==> config.mk <==
export PLATFORM = sky130hd
export DESIGN_NAME = rvfi_retire_sequencer
export DESIGN_NICKNAME = d
export VERILOG_FILES = /design/src/rtl/rvfi_seq_pkg.sv /design/src/rtl/rvfi_seq_slots.sv /design/src/rtl/rvfi_retire_sequencer.sv
export SDC_FILE = /design/constraint.sdc
export NUM_CORES = 1
export LEC_CHECK = 0
export ABC_CLOCK_PERIOD_IN_PS = 19000
export BUFFER_PORTS_ARGS = -buffer_cell sky130_fd_sc_hd__buf_2
export CORE_AREA = 2 2 339 341
export DETAILED_ROUTE_END_ITERATION = 10
export DIE_AREA = 0 0 341 343
export PLACE_DENSITY = 0.73
export SYNTH_ARGS = -nofsm -noshare
export SYNTH_HDL_FRONTEND = slang
export SYNTH_SLANG_ARGS = --single-unit
==> constraint.sdc <==
create_clock -name clock -period 19 [get_ports clock]
set_clock_uncertainty 0.05 [all_clocks]
set_input_delay 0.95 -clock clock [delete_from_list [all_inputs] [get_ports clock]]
set_output_delay 0.95 -clock clock [all_outputs]
set_load 0.01 [all_outputs]
==> src/rtl/rvfi_seq_pkg.sv <==
// rvfi_seq_pkg: shared types for the RVFI retire sequencer.
//   XLEN         data/pc width of a completion record
//   rvfi_rec_t   one completion record as carried from writeback to the trace
//   REC_ZERO     all-zero record driven on idle channels
//   rec_retire_view() applies the rd_addr==0 -> rd_wdata==0 rule at emit time
package rvfi_seq_pkg;

    localparam int unsigned XLEN = 32;

    typedef struct packed {
        logic [31:0]     insn;
        logic            trap;
        logic [XLEN-1:0] pc_rdata;
        logic [XLEN-1:0] pc_wdata;
        logic [4:0]      rs1_addr;
        logic [4:0]      rs2_addr;
        logic [4:0]      rd_addr;
        logic [XLEN-1:0] rd_wdata;
    } rvfi_rec_t;

    localparam rvfi_rec_t REC_ZERO = '0;

    // x0 is hardwired: whatever the core reported, the trace shows 0.
    function automatic rvfi_rec_t rec_retire_view(input rvfi_rec_t r);
        rvfi_rec_t v;
        v = r;
        if (r.rd_addr == 5'd0) begin
            v.rd_wdata = '0;
        end
        return v;
    endfunction

endpackage

==> src/rtl/rvfi_seq_slots.sv <==
// rvfi_seq_slots: reorder storage for the retire sequencer.
//   DEPTH records plus a busy bit per slot; one write port, NRET read ports
//   at head, head+1, ... head+NRET-1 (mod DEPTH).
// Ports:
//   clock, reset   rising-edge clock, synchronous active-high reset (clears busy)
//   wr_en          write record wr_rec into slot wr_tag and mark it busy
//   wr_tag         slot index for the write
//   wr_rec         record to store
//   clr_mask       slots to free this edge (retired slots)
//   head           oldest slot in program order
//   busy           per-slot occupancy
//   rd_rec         records at head+i, i = 0..NRET-1
module rvfi_seq_slots
    import rvfi_seq_pkg::*;
#(
    parameter int unsigned DEPTH = 8,
    parameter int unsigned NRET  = 1,
    parameter int unsigned TAG_W = $clog2(DEPTH)
) (
    input  logic                    clock,
    input  logic                    reset,
    input  logic                    wr_en,
    input  logic [TAG_W-1:0]        wr_tag,
    input  rvfi_rec_t               wr_rec,
    input  logic [DEPTH-1:0]        clr_mask,
    input  logic [TAG_W-1:0]        head,
    output logic [DEPTH-1:0]        busy,
    output rvfi_rec_t [NRET-1:0]    rd_rec
);

    rvfi_rec_t        mem [DEPTH];
    logic [DEPTH-1:0] set_mask;

    always_comb begin
        set_mask = '0;
        if (wr_en) begin
            set_mask[wr_tag] = 1'b1;
        end
    end

    // Writes only target free slots and clears only target busy ones, so the
    // two masks never overlap on the same slot.
    always_ff @(posedge clock) begin
        if (reset) begin
            busy <= '0;
        end else begin
            busy <= (busy & ~clr_mask) | set_mask;
        end
    end

    // Record payload needs no reset: busy gates every use of it.
    always_ff @(posedge clock) begin
        if (wr_en && !reset) begin
            mem[wr_tag] <= wr_rec;
        end
    end

    always_comb begin
        for (int unsigned i = 0; i < NRET; i++) begin
            rd_rec[i] = mem[head + TAG_W'(i)];
        end
    end

endmodule

==> src/rtl/rvfi_retire_sequencer.sv <==
// rvfi_retire_sequencer: reorders out-of-order completion records from the
// core back into program order and emits them on NRET RVFI channels with a
// monotonically increasing rvfi_order.
// Configuration macro:
//   RVFI_SEQ_BYPASS_EN  when defined, a record handshaked into the free head
//                       slot retires in the same cycle's select (no storage
//                       write), cutting latency from 2 cycles to 1.
// Ports:
//   clock, reset     rising-edge clock, synchronous active-high reset
//   in_valid/ready   completion record handshake; ready = slot in_tag free
//   in_tag           program-order slot of the record
//   in_insn .. in_rd_wdata   completion record fields
//   rvfi_valid       per-channel retire strobe (channel 0 = oldest)
//   rvfi_order       per-channel 64-bit order, packed NRET-wide
//   rvfi_insn .. rvfi_rd_wdata  per-channel packed record fields
//   seq_err          sticky: record offered to a busy slot
module rvfi_retire_sequencer
    import rvfi_seq_pkg::*;
#(
    parameter int unsigned NRET  = 1,
    parameter int unsigned DEPTH = 8,
    parameter int unsigned TAG_W = $clog2(DEPTH),
    parameter int unsigned XLEN  = rvfi_seq_pkg::XLEN
) (
    input  logic                   clock,
    input  logic                   reset,
    input  logic                   in_valid,
    output logic                   in_ready,
    input  logic [TAG_W-1:0]       in_tag,
    input  logic [31:0]            in_insn,
    input  logic                   in_trap,
    input  logic [XLEN-1:0]        in_pc_rdata,
    input  logic [XLEN-1:0]        in_pc_wdata,
    input  logic [4:0]             in_rs1_addr,
    input  logic [4:0]             in_rs2_addr,
    input  logic [4:0]             in_rd_addr,
    input  logic [XLEN-1:0]        in_rd_wdata,
    output logic [NRET-1:0]        rvfi_valid,
    output logic [64*NRET-1:0]     rvfi_order,
    output logic [32*NRET-1:0]     rvfi_insn,
    output logic [NRET-1:0]        rvfi_trap,
    output logic [XLEN*NRET-1:0]   rvfi_pc_rdata,
    output logic [XLEN*NRET-1:0]   rvfi_pc_wdata,
    output logic [5*NRET-1:0]      rvfi_rs1_addr,
    output logic [5*NRET-1:0]      rvfi_rs2_addr,
    output logic [5*NRET-1:0]      rvfi_rd_addr,
    output logic [XLEN*NRET-1:0]   rvfi_rd_wdata,
    output logic                   seq_err
);

`ifdef RVFI_SEQ_BYPASS_EN
    localparam bit BYPASS_EN = 1'b1;
`else
    localparam bit BYPASS_EN = 1'b0;
`endif

    localparam int unsigned KW = $clog2(NRET + 1);

    if (XLEN != rvfi_seq_pkg::XLEN) begin : g_xlen_chk
        $error("XLEN must match rvfi_seq_pkg::XLEN");
    end
    if ((DEPTH & (DEPTH - 1)) != 0 || DEPTH < NRET || DEPTH < 2) begin : g_depth_chk
        $error("DEPTH must be a power of two, >= 2 and >= NRET");
    end

    logic [TAG_W-1:0]       head;
    logic [63:0]            order_ctr;
    logic [DEPTH-1:0]       busy;
    logic [DEPTH-1:0]       clr_mask;
    rvfi_rec_t [NRET-1:0]   rd_rec;
    rvfi_rec_t [NRET-1:0]   chan_rec;
    rvfi_rec_t              in_rec;
    logic                   hs;
    logic                   byp;
    logic                   wr_en;
    logic [NRET-1:0]        take;
    logic [KW-1:0]          k;

    logic [NRET-1:0]        out_valid;
    logic [NRET-1:0][63:0]  out_order;
    rvfi_rec_t [NRET-1:0]   out_rec;

    always_comb begin
        in_rec          = REC_ZERO;
        in_rec.insn     = in_insn;
        in_rec.trap     = in_trap;
        in_rec.pc_rdata = in_pc_rdata;
        in_rec.pc_wdata = in_pc_wdata;
        in_rec.rs1_addr = in_rs1_addr;
        in_rec.rs2_addr = in_rs2_addr;
        in_rec.rd_addr  = in_rd_addr;
        in_rec.rd_wdata = in_rd_wdata;
    end

    // A busy tag is never ready, so a duplicate can never overwrite a slot.
    assign in_ready = !reset && !busy[in_tag];
    assign hs       = in_valid && in_ready;
    assign byp      = BYPASS_EN && hs && (in_tag == head);
    assign wr_en    = hs && !byp;

    rvfi_seq_slots #(
        .DEPTH (DEPTH),
        .NRET  (NRET),
        .TAG_W (TAG_W)
    ) u_slots (
        .clock    (clock),
        .reset    (reset),
        .wr_en    (wr_en),
        .wr_tag   (in_tag),
        .wr_rec   (in_rec),
        .clr_mask (clr_mask),
        .head     (head),
        .busy     (busy),
        .rd_rec   (rd_rec)
    );

    // Select: take the unbroken run of busy slots starting at head, capped at
    // NRET. The first hole stops the run even if younger slots are busy.
    always_comb begin
        logic             run;
        logic [TAG_W-1:0] idx;
        take     = '0;
        k        = '0;
        clr_mask = '0;
        chan_rec = rd_rec;
        run      = 1'b1;
        idx      = '0;
        if (byp) begin
            chan_rec[0] = in_rec;
        end
        for (int unsigned i = 0; i < NRET; i++) begin
            idx = head + TAG_W'(i);
            run = run && (busy[idx] || (byp && i == 0));
            take[i] = run;
            if (run) begin
                k = k + KW'(1);
                clr_mask[idx] = 1'b1;
            end
        end
    end

    always_ff @(posedge clock) begin
        if (reset) begin
            head      <= '0;
            order_ctr <= '0;
            seq_err   <= 1'b0;
            out_valid <= '0;
            out_order <= '0;
            out_rec   <= '0;
        end else begin
            head      <= head + TAG_W'(k);
            order_ctr <= order_ctr + 64'(k);
            if (in_valid && busy[in_tag]) begin
                seq_err <= 1'b1;
            end
            for (int unsigned i = 0; i < NRET; i++) begin
                out_valid[i] <= take[i];
                out_order[i] <= take[i] ? order_ctr + 64'(i) : 64'd0;
                out_rec[i]   <= take[i] ? rec_retire_view(chan_rec[i]) : REC_ZERO;
            end
        end
    end

    assign rvfi_valid = out_valid;
    assign rvfi_order = out_order;

    for (genvar i = 0; i < NRET; i++) begin : g_ch
        assign rvfi_insn[32*i +: 32]       = out_rec[i].insn;
        assign rvfi_trap[i]                = out_rec[i].trap;
        assign rvfi_pc_rdata[XLEN*i +: XLEN] = out_rec[i].pc_rdata;
        assign rvfi_pc_wdata[XLEN*i +: XLEN] = out_rec[i].pc_wdata;
        assign rvfi_rs1_addr[5*i +: 5]     = out_rec[i].rs1_addr;
        assign rvfi_rs2_addr[5*i +: 5]     = out_rec[i].rs2_addr;
        assign rvfi_rd_addr[5*i +: 5]      = out_rec[i].rd_addr;
        assign rvfi_rd_wdata[XLEN*i +: XLEN] = out_rec[i].rd_wdata;
    end

endmodule

Yosys cells after proc, flatten, opt, wreduce, memory -nomap -nowiden
Memory sizes are Yosys's and may differ from the RTL's. A register that Yosys moved wholly into a read port is not among the register bits.
Index checks and enable logic that the tools add are counted.
{"block": "word_totals", "reg_bits": 285, "mem_bits_rw": 1152, "input_bits": 150, "output_inout_bits": 211, "wordCells": 50, "mem_count": 1}
{"block": "op_classes", "n_addsub": 2, "magnitude_cmp": 4, "n_mux": 14, "bitwise": 4, "reduce_logical": 11}
{"memory": "u_slots.mem", "depth": 8, "width": 144, "read_ports": 1, "rd_clocked_by_memory_dff": 1, "wr": 1, "line_no": "rvfi_seq_slots.sv:31", "rtl": "rvfi_rec_t mem [DEPTH];"}
{"op": "$add 64x1->64", "n": 1}
{"op": "$mux 8", "n": 2}
{"op": "$and 8x8->8", "n": 1}
{"op": "$lt 3x4->1 const B", "n": 2}
{"op": "$not 8->8", "n": 1}
{"op": "$or 8x8->8", "n": 1}
{"op": "$mux 1", "n": 7}
{"op": "$bmux 1 s3", "n": 2}
{"op": "$demux 1 s3", "n": 2}
{"op": "$ge 3x1->1 const B", "n": 2}
{"op": "$logic_and 1x1->1", "n": 6}
{"op": "$logic_not 5->1", "n": 1}
{"op": "$add 3x1->3", "n": 1}
{"op": "$mux 3", "n": 1}
{"op": "$reduce_or 3->1", "n": 1}
{"op": "$logic_not 1->1", "n": 2}
{"op": "$reduce_or 2->1", "n": 1}
{"op": "$not 1->1", "n": 1}

Depth between registers and ports, before layout
{"block": "logic_depth", "word_depth": 8, "depth_mapped": 13, "mapped_depth_nobuf": 10}

Modules after synthesis
Synthesis repeated with hierarchy kept, for this count alone.
{"block": "hier_totals", "hier_cells": 2566, "hier_area_um2": 52724.3}
{"mod": "rvfi_seq_slots", "n_inst": 1, "cells_each": 1703, "area_per_inst_um2": 43549.3}
{"mod": "rvfi_retire_sequencer", "n_inst": 1, "cells_each": 863, "area_per_inst_um2": 9175.0}

Worst setup path before layout
Ideal clock, no wire load.
{"block": "synth_path", "path_type": "input-to-reg", "from": "input in_tag[1]", "to": "register u_slots.busy[2]", "setup_time_ps": 164, "arrival_ps": 16389, "required_ps": 18786, "path_slack_ps": 2397, "stages": 4, "cell_sequence": "clkbuf_1 > mux4_2 > nor4_1 > o21bai_1"}
{"block": "synth_between", "elab_chain_len": 7}
{"item": "start, declared", "line_no": "rvfi_retire_sequencer.sv:29", "rtl": "input logic [TAG_W-1:0] in_tag,"}
{"item": "parallel branches: the longest is 5 deep, another holds $lt 3x4->1"}
{"item": "$mux 8 *", "line_no": "rvfi_seq_slots.sv:36", "rtl": "if (wr_en) begin"}
{"item": "$or 8x8->8 *", "line_no": "rvfi_seq_slots.sv:47", "rtl": "busy <= (busy & ~clr_mask) | set_mask;"}
{"item": "end signal, assigned", "line_no": "rvfi_seq_slots.sv:47"}
{"item": "end, declared", "line_no": "rvfi_seq_slots.sv:27", "rtl": "output logic [DEPTH-1:0] busy,"}
Mark *: on every way between the ends. The select of a mux whose other input is x is not followed.
A chain may end at the register's enable or synchronous reset.

Final worst setup path
{"block": "layout_path", "from": "register head[0]", "to": "register order_ctr[62]"}
{"block": "layout_between", "elab_chain_len": 4}
{"item": "start, declared", "line_no": "rvfi_retire_sequencer.sv:66", "rtl": "logic [TAG_W-1:0] head;"}
{"item": "start signal, assigned", "line_no": "rvfi_retire_sequencer.sv:151", "rtl": "head <= head + TAG_W'(k);"}
{"item": "$bmux 1 s3", "line_no": "rvfi_retire_sequencer.sv:133", "rtl": "run = run && (busy[idx] || (byp && i == 0));"}
{"item": "$mux 1 (not written as such)", "line_no": "rvfi_retire_sequencer.sv:133"}
{"item": "$mux 1", "line_no": "rvfi_retire_sequencer.sv:135", "rtl": "if (run) begin"}
{"item": "named net k", "line_no": "rvfi_retire_sequencer.sv:77", "rtl": "logic [KW-1:0] k;"}
{"item": "$add 64x1->64", "line_no": "rvfi_retire_sequencer.sv:152", "rtl": "order_ctr <= order_ctr + 64'(k);"}
{"item": "end signal, assigned", "line_no": "rvfi_retire_sequencer.sv:152"}
{"item": "end, declared", "line_no": "rvfi_retire_sequencer.sv:67", "rtl": "logic [63:0] order_ctr;"}
The timed path passes the listed nets, and every way through them passes these cells. The select of a mux whose other input is x is not followed.

==> results.rst <==
.. list-table::
   :header-rows: 1

   * - Metric
     - Value
   * - Status
     - finished, final reports clean
   * - Worst EP arrival
     - around 4.7 ns
   * - Total power divided by cell area
     - ~110 nW/um^2
   * - Final count of pins violating max slew
     - 0
   * - Fraction of registers with async set/reset
     - 0
   * - Antenna violations before repair
     - 37
   * - Clock sinks
     - ~1.4k
   * - Placed cell area
     - 54000 sq um
   * - Metal2 WL
     - between 50000 and 60000 um
   * - Slew @ Worst Pin
     - about 1.1 ns
   * - Worst R2R Start
     - head[0]
   * - Total routing resource utilization after global routing
     - 0.207
   * - Post-detailed-placement half-perimeter wirelength
     - ~64000 um
   * - Maximum number of pins on one net before global-route repair
     - 146
   * - Top fanout value on the critical path
     - 40
   * - Insertion delay to the later sink of the worst-skew pair
     - 0.78 ns
   * - Total number of yosys warnings
     - 0
   * - Final std cells w/o fill
     - about 5k
   * - TritonCTS buffer count
     - between 100 and 150
   * - Overall overflow remaining after global route
     - 0
   * - Post-synth top flop
     - sky130_fd_sc_hd__edfxtp_1
   * - Number of design-rule violations left by the first detailed-router iteration
     - 2589
   * - Family of cells with the greatest summed delay on the critical path
     - simple AND/OR/NAND/NOR gates
   * - Final hold viol count
     - 0
   * - Number of resized instances in the post-cts repair step
     - 0
   * - Worst Hold Class
     - in2reg
   * - CP required
     - about 20 ns
   * - Worst min-delay path startpoint
     - in_rs2_addr[2]
   * - Kind of launch point of the worst setup path
     - flop
   * - Post-synth net total
     - ~3.0k
   * - Detailed-routing iteration count for the pre-antenna-repair pass
     - 5
   * - Mapped Area
     - around 51000 sq um
   * - CP peak stage delay
     - a little under 0.8 ns
   * - Worst setup startpoint
     - head[0]
   * - Number of ports placed on the die boundary
     - ~360
   * - Setup repair after global routing missed its margin
     - no
   * - Wire length of the first global-routing pass
     - between 150000 and 200000 um
   * - Avg Synthesized Cell Area
     - approximately 18 sq um
   * - Wire length on met1
     - ~51000 um
   * - Final nets
     - 3408
   * - Via count of the first global-routing pass
     - 28.1k
   * - Number of vias per cell
     - 5.79
   * - Cell count after placement
     - between 4k and 5k
   * - Final worst-path cycle share
     - 0.214
   * - Fraction of the yosys area taken by sequential cells
     - 0.797
   * - Vert. Die Dim
     - 343 um
   * - Proportion of netlist area held by the largest area contributor
     - 0.684
   * - Setup crit end kind
     - flop
   * - Most frequent cells after synthesis
     - 1152 x sky130_fd_sc_hd__edfxtp_1, 326 x sky130_fd_sc_hd__a22oi_1, 285 x sky130_fd_sc_hd__dfxtp_1
   * - Detailed-routed wire length on met3
     - 9460 um
   * - Uppermost signal routing layer after detailed routing
     - met5
   * - Weighted congestion reported at the end of routability-driven placement
     - between 0.7 and 0.8
   * - Number of remaining DRC errors
     - 0
   * - Share of final-layout standard cells stronger than drive strength 1
     - 0.221
   * - TritonCTS clock tree
     - done
   * - Area growth from synthesis to layout
     - 16.6%
   * - Total Die Area
     - roughly 120000 sq um
   * - Final-report setup violation count
     - 0
   * - Clock root cell
     - sky130_fd_sc_hd__clkbuf_16
   * - Number of I/O port buffers
     - 360
   * - Post CTS Setup Buffer Count
     - 0
   * - Placement Setup Slack
     - between 10 and 15 ns
   * - Post-Route WL
     - approximately 120000 um
   * - Number of hold buffers added after CTS
     - 0
   * - Average routed wire per standard cell
     - around 25 um
   * - Number of maximum-capacitance violations
     - 0
   * - Starting Density
     - 0.446
   * - Minimum setup slack in the final design
     - between 10 and 15 ns
   * - Min cycle time layout
     - between 4 and 5 ns
   * - Buffering stage count on the worst path with inverters included
     - 1
   * - Die Wd
     - approximately 340 um
   * - Leak
     - 19.4 nW
   * - Cell type contributing the most total cell area after synthesis
     - sky130_fd_sc_hd__edfxtp_1
   * - Count of flip-flops with a built-in enable after synthesis
     - 1152
   * - CP cell instances
     - mux4_2 > mux2i_1 > inv_1 > ha_1 > ha_1 > nand4_2 > nor3_2 > nand4_2 > or4_1 > a21oi_1
   * - Max Freq
     - 246 MHz
   * - Setup TNS Final
     - 0 ns
   * - Cell count after synthesis
     - 2881
   * - Cell area after layout
     - 59000 sq um
   * - Clock slew at the register clock pins of the worst setup and hold paths
     - approximately 0.06 ns
   * - Classification of the worst setup path
     - reg2reg
   * - Sum of internal, switching and leakage power
     - 0.00643 W
   * - Number of H-tree levels
     - 4
   * - Critical-path cell with the highest stage delay
     - sky130_fd_sc_hd__dfxtp_4
   * - Slew margin rel.
     - 0.237
   * - Largest cells by area after synthesis
     - sky130_fd_sc_hd__edfxtp_1 68%, sky130_fd_sc_hd__dfxtp_1 11%, sky130_fd_sc_hd__a22oi_1 4.8%
   * - Number of flip-flops and latches in the synthesized netlist
     - between 1k and 1.5k
   * - Via total after detailed routing
     - 28.4k
   * - Floorplan row count
     - between 100 and 150
   * - Bufs on Longest Clock Path
     - 3
   * - Placeable core area
     - around 110000 sq um
   * - Worst ir drop on vdd
     - just over 0.00008 V
   * - Most used standard cell by instance count after synthesis
     - sky130_fd_sc_hd__edfxtp_1
   * - Number of routed nets with antenna violations
     - 0
   * - Number of distinct library cells after synthesis
     - 61
==> kinds of logic (layout without fill, tap and decap cells) <==
family                     after synthesis  count (layout)  synth area share
DFF                                   1437            1437             0.797
AOI/OAI and AO/OA                      731             731             0.107
adders and majority gates                4               4          0.000990
xor gates and xnor gates                26              26           0.00450
buffers and inverters                  197             690            0.0180
muxes                                  132             132            0.0348
and+or+nand+nor                        354             354            0.0382
other                                    0              12                 0
==> final cells by class <==
type	count	area, sq um
sequential	1437	40300
clock buffer	194	3900
clock inverter	72	1050
antenna	12	30.0
fill	8897	54400
multi-input combinational	1247	9500
tap	1512	1890
inverter	13	48.8
timing repair buffer	411	2250
==> cells in the final DEF, fill, tap and decap left out, types with 20 or more instances in the layout <==
| cell | synthesis | final |
|---|---|---|
| sky130_fd_sc_hd__a211oi_1 | 35 | 35 |
| sky130_fd_sc_hd__a21oi_1 | 74 | 74 |
| sky130_fd_sc_hd__a221oi_1 | 67 | 67 |
| sky130_fd_sc_hd__a22o_1 | 42 | 42 |
| sky130_fd_sc_hd__a22oi_1 | 326 | 326 |
| sky130_fd_sc_hd__a31oi_1 | 38 | 37 |
| sky130_fd_sc_hd__a41oi_1 | 55 | 55 |
| sky130_fd_sc_hd__and2_1 | 64 | 62 |
| sky130_fd_sc_hd__buf_2 | 72 | 360 |
| sky130_fd_sc_hd__buf_4 | 11 | 46 |
| sky130_fd_sc_hd__clkbuf_1 | 74 | 41 |
| sky130_fd_sc_hd__clkbuf_16 | 0 | 146 |
| sky130_fd_sc_hd__dfxtp_1 | 285 | 282 |
| sky130_fd_sc_hd__edfxtp_1 | 1152 | 1152 |
| sky130_fd_sc_hd__mux2_2 | 49 | 49 |
| sky130_fd_sc_hd__mux2i_1 | 53 | 53 |
| sky130_fd_sc_hd__mux4_2 | 30 | 30 |
| sky130_fd_sc_hd__nand2_1 | 62 | 62 |
| sky130_fd_sc_hd__nand3_1 | 28 | 28 |
| sky130_fd_sc_hd__nor2_1 | 89 | 86 |
| sky130_fd_sc_hd__o21ai_0 | 39 | 39 |
| sky130_fd_sc_hd__xor2_1 | 20 | 20 |
==> registers in the layout, summed over array words and instances, names as in the netlist, 8 cells and up <==
register and flops:
rvfi_pc_rdata 32, rvfi_pc_wdata 32, order_ctr 64, u_slots.busy 8, rvfi_insn 32, rvfi_rd_wdata 32, u_slots.mem 1152, rvfi_order 64
==> stage by stage <==
step	hold slack (ns)	utilization
2_1_floorplan	0.387	-
3_3_place_gp	0.420	0.476
3_5_place_dp	0.423	0.476
4_1_cts	0.332	0.520
5_1_grt	0.359	0.520
6_report	0.378	0.520
==> routing by layer <==
layer | vias up | global-route usage
li1 | 12400 | -
met1 | 14500 | 0.275
met2 | 1214 | 0.335
met3 | 239 | 0.0477
met4 | 40 | 0.0742
met5 | - | 0
==> worst paths after layout <==
path | slack (ns) | endpoint | cells after the start
setup / recovery | 14.93 | order_ctr[62] | 10
hold / removal | 0.38 | u_slots.mem[5][39] | 1
setup reg to reg | 14.93 | order_ctr[62] | 10
hold reg to reg | 0.43 | order_ctr[63] | 2
==> report_power, final <==
| part | switching (W) | internal (W) | leakage (nW) | total [W] |
|---|---|---|---|---|
| clock network | 0.00122 | 0.00168 | 2.38 | 0.00290 |
| logic | 0.0000719 | 0.0000247 | 4.33 | 0.0000966 |
| registers | 0.00000812 | 0.00343 | 12.7 | 0.00344 |
| total | 0.00130 | 0.00513 | 19.4 | 0.00643 |
Note: power is estimated with default switching activity, not from simulation.
